==> config.mk <==
export PLATFORM = sky130hd
export DESIGN_NAME = trap_controller_flat
export DESIGN_NICKNAME = d
export VERILOG_FILES = /design/src/rtl/trap_controller_pkg.sv /design/src/rtl/trap_controller_if.sv /design/src/rtl/trap_controller_csr_file.sv /design/src/rtl/trap_controller.sv /design/src/flat_wrapper.sv
export SDC_FILE = /design/constraint.sdc
export NUM_CORES = 1
export LEC_CHECK = 0
export CAP_MARGIN = 10
export CORE_MARGIN = 4
export CORE_UTILIZATION = 40
export CTS_BUF_LIST = sky130_fd_sc_hd__clkbuf_2
export CTS_CLUSTER_DIAMETER = 120
export DETAILED_ROUTE_END_ITERATION = 6
export PLACE_DENSITY = 0.75
export SLEW_MARGIN = 20
export SYNTH_ARGS = -nofsm -noshare
export SYNTH_HDL_FRONTEND = slang
export SYNTH_SLANG_ARGS = --single-unit
==> constraint.sdc <==
create_clock -name clk -period 3.4 [get_ports clk]
set_input_delay 1.02 -clock clk [delete_from_list [all_inputs] [get_ports clk]]
set_output_delay 1.02 -clock clk [all_outputs]
set_load 0.03 [all_outputs]
==> src/rtl/trap_controller_pkg.sv <==
// Shared constants and types for the machine trap controller: CSR map,
// cause codes and FSM state encoding.
package trap_controller_pkg;

    localparam logic [11:0] CSR_MTVEC    = 12'h305;
    localparam logic [11:0] CSR_MSCRATCH = 12'h340;
    localparam logic [11:0] CSR_MEPC     = 12'h341;
    localparam logic [11:0] CSR_MCAUSE   = 12'h342;
    localparam logic [11:0] CSR_MTVAL    = 12'h343;

    localparam logic [31:0] CAUSE_INSTR_MISALIGNED = 32'd0;

    typedef enum logic [1:0] {
        IDLE     = 2'd0,
        FLUSH    = 2'd1,
        REDIRECT = 2'd2
    } trap_state_e;

    // Trap vector base: low two bits are mode/reserved and always read as zero.
    function automatic logic [31:0] tvec_base(input logic [31:0] value);
        return value & 32'hFFFF_FFFC;
    endfunction

endpackage

==> src/rtl/trap_controller_if.sv <==
// Signal bundle between the exception detector / CSR port and the trap
// controller, plus the front-end flush/redirect outputs.
interface trap_controller_if;
    import trap_controller_pkg::*;

    // exc_valid and mret_valid are level qualifiers sampled on every rising
    // edge; there is no ready/backpressure, a request arriving while the
    // controller is busy is simply dropped.
    logic        exc_valid;
    logic [31:0] exc_code;
    logic [31:0] exc_pc;
    logic [31:0] exc_tval;
    logic        mret_valid;
    logic        csr_wr_en;
    logic [11:0] csr_addr;
    logic [31:0] csr_wr_data;
    logic [31:0] csr_rd_data;
    logic        flush;
    logic        redirect_valid;
    logic [31:0] redirect_pc;
    logic        trap_busy;
    trap_state_e dbg_state;

    modport master (
        output exc_valid, exc_code, exc_pc, exc_tval, mret_valid,
               csr_wr_en, csr_addr, csr_wr_data,
        input  csr_rd_data, flush, redirect_valid, redirect_pc, trap_busy,
               dbg_state
    );

    modport slave (
        input  exc_valid, exc_code, exc_pc, exc_tval, mret_valid,
               csr_wr_en, csr_addr, csr_wr_data,
        output csr_rd_data, flush, redirect_valid, redirect_pc, trap_busy,
               dbg_state
    );

endinterface

==> src/rtl/trap_controller_csr_file.sv <==
// Machine trap CSR storage (mtvec, mscratch, mepc, mcause, mtval) with
// software write port, hardware trap capture and combinational read mux.
module trap_csr_file
    import trap_controller_pkg::*;
#(
    parameter logic [31:0] RESET_MTVEC = 32'h0000_0004
) (
    input  logic        clk,
    input  logic        rst_n,
    input  logic        wr_en,
    input  logic [11:0] addr,
    input  logic [31:0] wr_data,
    input  logic        capture,
    input  logic [31:0] cap_epc,
    input  logic [31:0] cap_cause,
    input  logic [31:0] cap_tval,
    output logic [31:0] rd_data,
    output logic [31:0] mtvec,
    output logic [31:0] mepc
);

    logic [31:0] mscratch;
    logic [31:0] mcause;
    logic [31:0] mtval;

    always_ff @(posedge clk) begin
        if (!rst_n) begin
            mtvec    <= RESET_MTVEC;
            mscratch <= '0;
            mepc     <= '0;
            mcause   <= '0;
            mtval    <= '0;
        end else begin
            if (wr_en) begin
                case (addr)
                    CSR_MTVEC:    mtvec    <= tvec_base(wr_data);
                    CSR_MSCRATCH: mscratch <= wr_data;
                    CSR_MEPC:     mepc     <= wr_data;
                    CSR_MCAUSE:   mcause   <= wr_data;
                    CSR_MTVAL:    mtval    <= wr_data;
                    default:      ;
                endcase
            end
            // Placed after the software write so a same-edge trap capture wins.
            if (capture) begin
                mepc   <= cap_epc;
                mcause <= cap_cause;
                mtval  <= cap_tval;
            end
        end
    end

    always_comb begin
        rd_data = '0;
        case (addr)
            CSR_MTVEC:    rd_data = mtvec;
            CSR_MSCRATCH: rd_data = mscratch;
            CSR_MEPC:     rd_data = mepc;
            CSR_MCAUSE:   rd_data = mcause;
            CSR_MTVAL:    rd_data = mtval;
            default:      rd_data = '0;
        endcase
    end

endmodule

==> src/rtl/trap_controller.sv <==
// Machine trap controller: captures exceptions, flushes the front end for
// FLUSH_CYCLES cycles, then redirects to mtvec; mret redirects to mepc.
module trap_controller
    import trap_controller_pkg::*;
#(
    parameter int          FLUSH_CYCLES = 2,
    parameter logic [31:0] RESET_MTVEC  = 32'h0000_0004
) (
    input logic             clk,
    input logic             rst_n,
    trap_controller_if.slave bus
);

    localparam logic [3:0] FLUSH_LOAD = 4'(FLUSH_CYCLES - 1);

    trap_state_e state, state_next;
    logic [3:0]  count, count_next;
    logic        mret_pulse, mret_next;
    logic        capture;
    logic [31:0] mtvec;
    logic [31:0] mepc;

    trap_csr_file #(
        .RESET_MTVEC (RESET_MTVEC)
    ) u_csr (
        .clk       (clk),
        .rst_n     (rst_n),
        .wr_en     (bus.csr_wr_en),
        .addr      (bus.csr_addr),
        .wr_data   (bus.csr_wr_data),
        .capture   (capture),
        .cap_epc   (bus.exc_pc),
        .cap_cause (bus.exc_code & 32'h7FFF_FFFF),
        .cap_tval  (bus.exc_tval),
        .rd_data   (bus.csr_rd_data),
        .mtvec     (mtvec),
        .mepc      (mepc)
    );

    always_ff @(posedge clk) begin
        if (!rst_n) begin
            state      <= IDLE;
            count      <= '0;
            mret_pulse <= 1'b0;
        end else begin
            state      <= state_next;
            count      <= count_next;
            mret_pulse <= mret_next;
        end
    end

    always_comb begin
        state_next = state;
        count_next = count;
        capture    = 1'b0;
        mret_next  = 1'b0;
        case (state)
            IDLE: begin
                // An exception takes priority over a coincident mret.
                if (bus.exc_valid) begin
                    capture    = 1'b1;
                    state_next = FLUSH;
                    count_next = FLUSH_LOAD;
                end else if (bus.mret_valid) begin
                    mret_next = 1'b1;
                end
            end
            FLUSH: begin
                if (count == 4'd0) begin
                    state_next = REDIRECT;
                end else begin
                    count_next = count - 4'd1;
                end
            end
            REDIRECT: state_next = IDLE;
            default:  state_next = IDLE;
        endcase
    end

    // Outputs decode only registered state, so they change on clock edges only.
    // mret_pulse is set solely from IDLE, so it never overlaps REDIRECT.
    always_comb begin
        bus.flush          = (state != IDLE) || mret_pulse;
        bus.redirect_valid = (state == REDIRECT) || mret_pulse;
        bus.trap_busy      = (state != IDLE);
        bus.dbg_state      = state;
        bus.redirect_pc    = '0;
        if (state == REDIRECT) begin
            bus.redirect_pc = tvec_base(mtvec);
        end else if (mret_pulse) begin
            bus.redirect_pc = mepc;
        end
    end

endmodule

==> src/flat_wrapper.sv <==
// flat-port wrapper written by rule: the top's interface ports become plain ports
module trap_controller_flat import trap_controller_pkg::*;
#(
    parameter int          FLUSH_CYCLES = 2,
    parameter logic [31:0] RESET_MTVEC  = 32'h0000_0004
)
  (clk, rst_n, bus_exc_valid, bus_exc_code, bus_exc_pc, bus_exc_tval, bus_mret_valid, bus_csr_wr_en, bus_csr_addr, bus_csr_wr_data, bus_csr_rd_data, bus_flush, bus_redirect_valid, bus_redirect_pc, bus_trap_busy, bus_dbg_state);
  trap_controller_if bus_i ();
  input logic clk;
  input logic rst_n;
  input wire logic [$bits(bus_i.exc_valid)-1:0] bus_exc_valid;
  input wire logic [$bits(bus_i.exc_code)-1:0] bus_exc_code;
  input wire logic [$bits(bus_i.exc_pc)-1:0] bus_exc_pc;
  input wire logic [$bits(bus_i.exc_tval)-1:0] bus_exc_tval;
  input wire logic [$bits(bus_i.mret_valid)-1:0] bus_mret_valid;
  input wire logic [$bits(bus_i.csr_wr_en)-1:0] bus_csr_wr_en;
  input wire logic [$bits(bus_i.csr_addr)-1:0] bus_csr_addr;
  input wire logic [$bits(bus_i.csr_wr_data)-1:0] bus_csr_wr_data;
  output wire logic [$bits(bus_i.csr_rd_data)-1:0] bus_csr_rd_data;
  output wire logic [$bits(bus_i.flush)-1:0] bus_flush;
  output wire logic [$bits(bus_i.redirect_valid)-1:0] bus_redirect_valid;
  output wire logic [$bits(bus_i.redirect_pc)-1:0] bus_redirect_pc;
  output wire logic [$bits(bus_i.trap_busy)-1:0] bus_trap_busy;
  output wire logic [$bits(bus_i.dbg_state)-1:0] bus_dbg_state;
  assign bus_i.exc_valid = bus_exc_valid;
  assign bus_i.exc_code = bus_exc_code;
  assign bus_i.exc_pc = bus_exc_pc;
  assign bus_i.exc_tval = bus_exc_tval;
  assign bus_i.mret_valid = bus_mret_valid;
  assign bus_i.csr_wr_en = bus_csr_wr_en;
  assign bus_i.csr_addr = bus_csr_addr;
  assign bus_i.csr_wr_data = bus_csr_wr_data;
  assign bus_csr_rd_data = bus_i.csr_rd_data;
  assign bus_flush = bus_i.flush;
  assign bus_redirect_valid = bus_i.redirect_valid;
  assign bus_redirect_pc = bus_i.redirect_pc;
  assign bus_trap_busy = bus_i.trap_busy;
  assign bus_dbg_state = bus_i.dbg_state;
  trap_controller #(.FLUSH_CYCLES(FLUSH_CYCLES), .RESET_MTVEC(RESET_MTVEC)) u_core (.clk(clk), .rst_n(rst_n), .bus(bus_i));
endmodule
==> results.tsv <==
stage	metric	value	unit
grt	vias in the first global route	9017	
worst_setup_path	Max stage delay cell, worst path	a221o_1	
sta	Rel. slew slack	60.09	%
grt	initial antenna violation count	2	
cells_and_area	share of layout cells above drive strength 1	21.39	%
floorplan	initial core utilization	40.85	%
grt	global route total overflow	0	
status	failing checks	setup timing	
placed_design	dpl cells	1557	
floorplan	row cnt	52	
floorplan	die area	0.02317	mm²
worst_setup_path	critical path class	primary input to primary output	
pwr	reported net switching power	1.219	mW
synth	sequential area share after synthesis	39.71	%
placed_design	Area after DPL	0.01097	mm²
grt	first-pass GRT wire length	49910	µm
pwr	Clk pwr share	24.4	%
pwr	Pwr Total	3.847	mW
synth	YS warnings	0	
synth	#FFs+latches synth	165	
clock_tree	Bufs on Longest Clock Path	2	
route	Via density	5.704	
placed_design	input/output buffers	212	
clock_tree	CTS tree	yes	
pwr	switching fraction of total power	31.69	%
worst_setup_path	element type at the critical path end	primary output	
pwr	Max IR drop VDD	0.1916	mV
sta	Final min period	3.474	ns
synth	Synth Flop Type	dfxtp_1	
synth	asr flop ratio synth	0	%
sta	Fin. Hold Viols	0	
cells_and_area	Area growth, synth to finish	41.14	%
floorplan	total core area	0.02036	mm²
worst_setup_path	Worst R2R Path Depth	4	
sta	worst setup margin	-0.07365	ns
worst_setup_path	Worst EP required	2.38	ns
floorplan	Chip Width	152.2	µm
clock_tree	CTS Buf Count	17	
worst_hold_path	min-delay worst type	register to register	
clock_tree	clock sinks	165	
clock_tree	Root Buffer	clkbuf_2	
floorplan	Ports	214	
sta	Worst-Margin Slew	0.5973	ns
status	run status	complete, but fails checks	
route	initial drt markers	755	
sta	fraction of the cycle the final worst path needs	102.2	%
worst_hold_path	hold path depth	2	
route	final WL	32220	µm
worst_setup_path	CP Cell Sequence	buf_8, nor4b_4, buf_4, buf_6, buf_12, buf_8, a22oi_1, nor2_1, a221o_1, buf_6	
sta	Fmax	287.9	MHz
grt	largest net degree at the start of global routing	103	
synth	Syn Std Cell Area	0.008318	mm²
worst_setup_path	Slowest Stage Delay on Critical Path	0.30	ns
cells_and_area	fin nets	1476	
sta	fin. max-slew vios	0	
cells_and_area	fillers	1852	
sta	unrepaired setup endpoints after global routing	yes	
route	drt pass-1 iters	5	
sta	Layout Skew	0.04084	ns
sta	setup violators final	21	
worst_setup_path	crit path DAT	2.45	ns
clock_tree	Reg clk slew, reported paths	0.22	ns
synth	Post-synth EDFFs	0	
cells_and_area	most frequent cells in the layout	nand2_1 (377), dfxtp_1 (162), clkdlybuf4s50_1 (133)	
cells_and_area	most common cell after layout, fill and taps aside	nand2_1	
cells_and_area	Design Area, Final	0.01174	mm²
sta	hold_ws	0.4673	ns
synth	Avg Cell Area, Syn	7.447	µm²
synth	Yosys cell types	40	
worst_setup_path	CP startpoint kind	primary input	
route	post-route ant nets	0	
route	DR WL/cell	19.97	µm
worst_setup_path	CP max FO	7	
placed_design	HPWL Detailed	20720	µm
flow_run	MaxCap Viol Count	0	
grt	Overall Global Routing Usage	26.68	%
pwr	P_leak	4.399	nW
pwr	Power per Cell Area	327.7	mW/mm²
pwr	sequential share of power	56.0	%
cells_and_area	fin util	57.65	%
placed_design	Final GP Congestion	0.8407	
clock_tree	later-pin clock latency in the skew report	0.74	ns
synth	Post-Syn Instances	1117	
route	Residual DRC	0	
cells_and_area	fin cells	1613	
route	total number of vias	9200	
clock_tree	post-cts hold buffer count	0	
clock_tree	CTS H-tree depth	4	
pwr	internal power	2.628	mW
floorplan	die height	152.2	µm
synth	Syn Nets	1264	
pwr	Gate power share	19.7	%
==> flip-flops by register name, indices dropped and copies added (netlist names) <==
name                   count
u_core.mret_pulse          1
u_core.u_csr.mepc         32
u_core.u_csr.mtval        32
u_core.bus.dbg_state       2
u_core.u_csr.mscratch     32
u_core.u_csr.mtvec        30
u_core.u_csr.mcause       32
u_core.count               4
==> layout make-up <==
type / count / area (µm²) / share of cell area (%)
sequential: 165 / 3309 / 28.19
multi-input combinational: 843 / 4848 / 41.30
clock buffer: 17 / 85.08 / 0.7247
timing repair buffer: 298 / 3035 / 25.86
tap: 270 / 337.8 / 2.878
clock inverter: 15 / 106.4 / 0.9059
antenna: 1 / 2.502 / 0.02132
inverter: 4 / 15.01 / 0.1279
==> final timing paths <==
path | startpoint | to | slack (ns)
worst max-delay path | bus_csr_addr[0] | bus_csr_rd_data[25] | -0.07
worst min register to register | u_core.u_csr.mscratch[14]$_SDFFE_PN0P_ | u_core.u_csr.mscratch[14]$_SDFFE_PN0P_ | 0.47
worst min-delay path | u_core.u_csr.mscratch[14]$_SDFFE_PN0P_ | u_core.u_csr.mscratch[14]$_SDFFE_PN0P_ | 0.47
worst max register to register | u_core.bus.dbg_state[1]$_SDFFE_PN0P_ | u_core.u_csr.mcause[31]$_SDFFE_PP0P_ | 1.67
==> metrics by stage <==
stage / setup WS (ns) / TNS [ns]
finish: -0.07365 / -0.5512
detailed placement: -0.5096 / -14.78
floorplan: -0.02021 / -0.09635
global placement: -0.5048 / -14.75
CTS: -0.06811 / -0.3975
global route: -0.1281 / -2.098
==> power by group through the flow <==
stage                     clock network, mW  registers [mW]  logic, mW
after floorplan                           0            2.16      0.366
after detailed placement                  0            2.18      0.713
after CTS                             0.956            2.15      0.744
after global routing                   1.04            2.17      0.819
final                                 0.937            2.15      0.757
after global placement                    0            2.18      0.703
==> per-layer routing <==
layer / wire, µm / part of all wire (%) / GRT usage [%] / up-vias
met5: 7 / 0.022 / 0 / -
met4: 978 / 3.0 / 9.204 / 2
met3: 3004 / 9.3 / 6.504 / 81
met2: 14820 / 46 / 42.51 / 461
met1: 13410 / 42 / 35.53 / 4318
li1: - / - / - / 4338
==> cells in the mapped netlist, types with 4 or more instances <==
| library cell | instances | share of area (%) |
|---|---|---|
| a21boi_0 | 24 | 2.2 |
| a21boi_1 | 38 | 3.4 |
| a221o_1 | 29 | 3.5 |
| a22oi_1 | 32 | 2.9 |
| a31oi_1 | 95 | 7.1 |
| and3_1 | 7 | 0.53 |
| and4_1 | 5 | 0.53 |
| buf_2 | 27 | 1.6 |
| clkbuf_1 | 72 | 3.2 |
| dfxtp_1 | 165 | 40 |
| inv_1 | 4 | 0.18 |
| mux2_2 | 31 | 4.2 |
| nand2_1 | 380 | 17 |
| nand3_1 | 31 | 1.9 |
| nand4_1 | 5 | 0.38 |
| nor2_1 | 29 | 1.3 |
| nor4b_1 | 4 | 0.42 |
| o21ai_0 | 99 | 6.0 |
==> logic make-up (layout without fill, tap and decap cells) <==
group	after synthesis	in the layout	share of synthesized area, %
AOI/OAI and AO/OA	323	323	25.56
adders and majority gates	2	2	0.3008
buffers and inverters	109	334	5.596
DFF	165	165	39.71
muxes	33	33	4.437
other	0	1	0
and+or+nand+nor	485	485	24.40
==> worst max-delay path: cells and delay by family <==
family | cells | cell delay [ns]
buffers and inverters | 6 | 0.77
AOI/OAI and AO/OA | 2 | 0.48
and+or+nand+nor | 2 | 0.18
==> repair_timing <==
item	CTS	global route
gates cloned	6	1
setup endpoints to repair	65	56
setup buffers	18	6
gates resized for setup	182	73
pin swaps	27	18
Note: power is estimated with default switching activity, not from simulation.
